===== src/rtl/posit_layer_serializer.sv =====
// posit_layer_serializer
// Collects the end-of-window result posit of each upstream positron lane and
// re-serializes the completed set as one downstream window (sow_o on beat 0,
// eow_o on the last beat). Posit values pass through bit-exact.
// Optional build macro: POSIT_SERIALIZER_DOUBLE_BUF_EN selects a fill/drain
// bank pair so capture continues while the previous window drains.
module posit_layer_serializer #(
    parameter int unsigned POSIT_WIDTH = 4,
    parameter int unsigned NB_POSITRON = 16
) (
    input  logic                              clk,
    input  logic                              rst,
    input  logic [NB_POSITRON-1:0]            rts_i,
    input  logic [NB_POSITRON-1:0]            eow_i,
    input  logic [NB_POSITRON*POSIT_WIDTH-1:0] posit_i,
    output logic [NB_POSITRON-1:0]            rtr_o,
    input  logic                              rtr_i,
    output logic                              rts_o,
    output logic                              sow_o,
    output logic                              eow_o,
    output logic [POSIT_WIDTH-1:0]            posit_o
);

    localparam int unsigned IDX_WIDTH = (NB_POSITRON > 1) ? $clog2(NB_POSITRON) : 1;
    localparam logic [IDX_WIDTH-1:0] LAST_IDX = IDX_WIDTH'(NB_POSITRON - 1);

    typedef enum logic {
        COLLECT = 1'b0,
        SEND    = 1'b1
    } state_t;

    state_t                 state_q;
    logic [IDX_WIDTH-1:0]   idx_q;
    logic [NB_POSITRON-1:0] cap;
    logic                   accept;
    logic                   last_beat;

    // A lane is captured only on a valid end-of-window beat while it is ready
    assign cap       = rts_i & eow_i & rtr_o;
    assign accept    = (state_q == SEND) & rtr_i;
    assign last_beat = (idx_q == LAST_IDX);

    // Downstream handshake signals depend on registered state only
    assign rts_o = (state_q == SEND);
    assign sow_o = (state_q == SEND) & (idx_q == '0);
    assign eow_o = (state_q == SEND) & last_beat;

`ifdef POSIT_SERIALIZER_DOUBLE_BUF_EN

    logic [POSIT_WIDTH-1:0] bank_q [2][NB_POSITRON];
    logic [NB_POSITRON-1:0] mask_q [2];
    logic                   sel_q;      // index of the fill bank; drain bank is ~sel_q
    logic [NB_POSITRON-1:0] fill_mask;
    logic [NB_POSITRON-1:0] fill_mask_d;
    logic                   drain_idle;
    logic                   swap;

    assign fill_mask   = mask_q[sel_q];
    assign fill_mask_d = fill_mask | cap;
    assign rtr_o       = ~fill_mask;
    // Drain bank is free when idle or when its last beat leaves this cycle
    assign drain_idle  = (state_q == COLLECT) | (accept & last_beat);
    assign swap        = (&fill_mask_d) & drain_idle;

    assign posit_o = (state_q == SEND) ? bank_q[~sel_q][idx_q] : '0;

    // Capture into the fill bank, swap banks when full, step the drain index
    always_ff @(posedge clk) begin
        if (rst) begin
            state_q <= COLLECT;
            idx_q   <= '0;
            sel_q   <= 1'b0;
            for (int unsigned b = 0; b < 2; b++) begin
                mask_q[b] <= '0;
                for (int unsigned k = 0; k < NB_POSITRON; k++) begin
                    bank_q[b][k] <= '0;
                end
            end
        end else begin
            for (int unsigned k = 0; k < NB_POSITRON; k++) begin
                if (cap[k]) begin
                    bank_q[sel_q][k] <= posit_i[k*POSIT_WIDTH +: POSIT_WIDTH];
                end
            end
            mask_q[sel_q] <= fill_mask_d;
            if (swap) begin
                // Full fill bank becomes the drain bank; old drain bank refills
                sel_q          <= ~sel_q;
                mask_q[~sel_q] <= '0;
                state_q        <= SEND;
                idx_q          <= '0;
            end else if (accept) begin
                if (last_beat) begin
                    state_q <= COLLECT;
                    idx_q   <= '0;
                end else begin
                    idx_q <= idx_q + 1'b1;
                end
            end
        end
    end

`else

    logic [POSIT_WIDTH-1:0] bank_q [NB_POSITRON];
    logic [NB_POSITRON-1:0] mask_q;
    logic [NB_POSITRON-1:0] mask_d;

    assign rtr_o  = (state_q == COLLECT) ? ~mask_q : '0;
    assign mask_d = mask_q | cap;

    assign posit_o = (state_q == SEND) ? bank_q[idx_q] : '0;

    // Collect lanes until the mask is full, then drain the bank beat by beat
    always_ff @(posedge clk) begin
        if (rst) begin
            state_q <= COLLECT;
            idx_q   <= '0;
            mask_q  <= '0;
            for (int unsigned k = 0; k < NB_POSITRON; k++) begin
                bank_q[k] <= '0;
            end
        end else begin
            for (int unsigned k = 0; k < NB_POSITRON; k++) begin
                if (cap[k]) begin
                    bank_q[k] <= posit_i[k*POSIT_WIDTH +: POSIT_WIDTH];
                end
            end
            case (state_q)
                COLLECT: begin
                    mask_q <= mask_d;
                    if (&mask_d) begin
                        state_q <= SEND;
                        idx_q   <= '0;
                    end
                end
                SEND: begin
                    if (accept) begin
                        if (last_beat) begin
                            idx_q   <= '0;
                            mask_q  <= '0;
                            state_q <= COLLECT;
                        end else begin
                            idx_q <= idx_q + 1'b1;
                        end
                    end
                end
                default: state_q <= COLLECT;
            endcase
        end
    end

`endif

endmodule

===== config.mk =====
export PLATFORM = sky130hd
export DESIGN_NAME = posit_layer_serializer
export DESIGN_NICKNAME = d
export VERILOG_FILES = /design/src/rtl/posit_layer_serializer.sv
export SDC_FILE = /design/constraint.sdc
export NUM_CORES = 1
export LEC_CHECK = 0
export ABC_AREA = 0
export CAP_MARGIN = 10
export CORE_ASPECT_RATIO = 1.5
export CORE_MARGIN = 2
export CORE_UTILIZATION = 30
export CTS_CLUSTER_DIAMETER = 120
export DETAILED_ROUTE_END_ITERATION = 10
export PLACE_DENSITY_LB_ADDON = 0.1
export SYNTH_ARGS = -nofsm -noshare
export SYNTH_HDL_FRONTEND = slang
export SYNTH_SLANG_ARGS = --single-unit

===== constraint.sdc =====
create_clock -name clk -period 2.8 [get_ports clk]
set_clock_uncertainty 0.2 [all_clocks]
set_input_delay 0.42 -clock clk [delete_from_list [all_inputs] [get_ports clk]]
set_output_delay 0.42 -clock clk [all_outputs]
set_load 0.03 [all_outputs]

==> results.md <==
- IR drop worst, VDD: 0.000352 V
- Pre-CTS setup slack: -145 ps
- Final slew viol count: 0
- Global-route wire length before repair: 19000 um
- CP max FO: 5
- Fin crit period: 2890 ps
- Pin count of the biggest net entering global routing: 40
- Die area: 15300 sq um
- Vias per inst: 4.70
- Post-synth EDFFs: 64
- Pwr/cell area: 518 nW/um^2
- Final hold slack: 290 ps
- Die span in y: 150 um
- Worst-path cell with the longest stage delay: mux4_2
- Core ar.: 14000 sq um
- Synth Cell Area: 4280 sq um
- Initial Utilization: 30.6%
- CTS HTree Levels: 3
- CP top delay family: multiplexers
- Post-synth top flop: edfxtp_1
- GP Congestion: 0.875
- GR Util All Layers: 17.0%
- Antenna violations before repair: 0
- Setup TNS Final: -232 ps
- RSZ-0062 raised after global routing: yes
- CTS tree: built
- Crit end category: primary output
- TritonCTS buffer count: 9
- Setup WS post-layout: -85.0 ps
- Synth Register Bits: 89
- WL per Instance: 18.2 um
- Buffers on Ports: 121
- Multi-input logic area: 1740 sq um
- Post-synthesis sequential area ratio: 56.6%
- Diode count: 0
- Yosys top cell area share: 44.9%
- Most frequent cells after synthesis: 64 x edfxtp_1, 45 x and2_1, 38 x nor2_1
- Worst-Skew Late Latency: 340 ps
- CTS Buffer Depth: 2
- Crit path top cell by count: mux4_2
- CP Launch Type: flop
- Worst EP arrival: 2270 ps
- Async set-reset flop share out of synthesis: 0%
- Share of layout cells above drive strength 1: 13.9%
- # IOs: 122
- Tightest Pin Transition: 809 ps
- Non-filler cells in the finished layout: 690
- Synthesized instance count: 357
- Area Growth Syn to Fin: 44.1%
- Register Area: 2430 sq um
- Top post-synthesis cells by area: edfxtp_1 45%, dfxtp_1 12%, mux4_2 7.4%
- Post-route ant nets: 0
- Violated checks: negative setup slack
- Type of the worst min-delay path: reg2reg
- Critical Path RT: 2180 ps
- Maxcap violations: 0
- Clock tree sinks: 89
- Synth area leader: edfxtp_1
- Avg Synthesized Cell Area: 12.0 sq um
- Fillers: 1344
- DR iter-0 viols: 97
- Fmax: 347 MHz
- Mapped Nets: 458
- CP peak stage delay: 500 ps
- Width of the die: 102 um
- Worst slew margin: 45.6%
- Clock transition at path regs: 70 ps
- Final net count: 594
- GRT Residual Overflow: 0
- Routed WL: 12600 um
- Post-Place Cells: 671
- Clock root buffer: clkbuf_16
- Design Power: 3.19 mW
- Critical path type: reg2out
- Distinct cells, synth: 39
- Worst-path cell chain: buf_8 -> buf_12 -> mux4_2 -> mux4_2 -> and2_4 -> buf_6
- FP Rows: 53
- Lkg Pwr: 2.29 nW
- Hold Fails Final Rpt: 0
- Tcrit/Tclk final: 103%
- Total number of vias: 3242
- 1st-pass router iterations: 4
- Vias in the first global route: 3338
- WP buf/inv: 3
- Outcome: complete, but fails checks
- HPWL Detailed: 9960 um
- Final setup viols: 4
- Yosys warns: 0
- DRC: 0
- Most common cell in the netlist: edfxtp_1
[cell type report]
class,instances,share of cell area (%)
clock buffer,9,3.65
clock inverter,7,1.30
inverter,8,0.487
multi-input combinational,242,28.3
sequential,89,39.4
tap,192,3.90
timing repair buffer,143,23.0
[tightest hold or removal path: stages, from the launching register on]
cell and delay, ps:
dfxtp_1 330, nand2_1 60, a21oi_1 50
[registers in the layout (all words and copies together), names as in the netlist, named ones only]
name and flops:
mask_q 16, idx_q 4, bank_q 64, rts_o 1
[per-stage QoR]
step                util, %  instance area, sq um
global route           44.1                  6170
floorplan                 -                  4290
finish                 44.1                  6170
detailed placement     41.4                  5790
CTS                    44.0                  6160
global placement       41.4                  5790
[repair_timing]
action,in CTS,in global routing
pin swaps,0,0
resized for setup,25,1
endpoints found under the hold margin,0,0
hold buffers,0,0
setup buffers,1,1
cloned,1,0
setup endpoints to repair,4,4
[path summary, 6_finish.rpt]
| check | start | to | slack (ps) | cells past startpoint |
|---|---|---|---|---|
| worst max register to register | rts_o$_SDFF_PP0_ | flop | 410 | 6 |
| worst min-delay path | mask_q[14]$_SDFFE_PP0P_ | mask_q[14]$_SDFFE_PP0P_ | 290 | 2 |
| worst min register to register | mask_q[14]$_SDFFE_PP0P_ | mask_q[14]$_SDFFE_PP0P_ | 290 | 2 |
| worst max-delay path | flop | posit_o[0] | -90 | 6 |
[layout by cell type (no fill, tap or decap), types with 2 or more instances in the layout]
cell type        netlist  layout
clkinvlp_4             0       2
buf_4                  0      19
clkbuf_16              0       9
clkinv_4               0       3
a2bb2oi_1              2       2
mux4_2                14      18
inv_1                  8       8
and2_4                 0       4
nand3_1                8       8
edfxtp_1              64      64
clkdlybuf4s50_1        0     117
o22ai_1                5       5
mux4_1                 6       2
and2_1                45      41
o31ai_1                8       8
ha_1                   2       2
nor2_1                38      38
nand3b_1               2       2
dfxtp_1               25      23
o21ai_0                3       3
a21oi_1               23      23
nor3_1                 9       9
nand2_1               24      24
and3b_1               11      11
buf_6                  1       4
nor2b_1               24      24
o21bai_1               2       2
[metal layers]
metal	GRT usage [%]	vias to the layer above	routed length, um
li1	-	1585	-
met4	6.89	0	251
met1	21.0	1535	5170
met5	0	-	0
met2	29.3	107	6560
met3	2.74	15	598
[report_power, final]
group	internal, mW	total, mW	switching [mW]
combinational	0.239	0.425	0.186
clock	0.699	1.22	0.522
sequential	1.50	1.55	0.0456
total	2.44	3.19	0.754
[logic make-up (layout without fill, tap and decap cells)]
group | after synthesis | in the layout | share of synthesized area [%]
muxes | 20 | 20 | 11.0
adders and majority gates | 2 | 2 | 0.585
DFF | 89 | 89 | 56.6
buffers and inverters | 26 | 167 | 2.72
AOI/OAI and AO/OA | 51 | 51 | 7.48
and+or+nand+nor | 169 | 169 | 21.6
No activity file was read; power rests on OpenSTA's default activity.
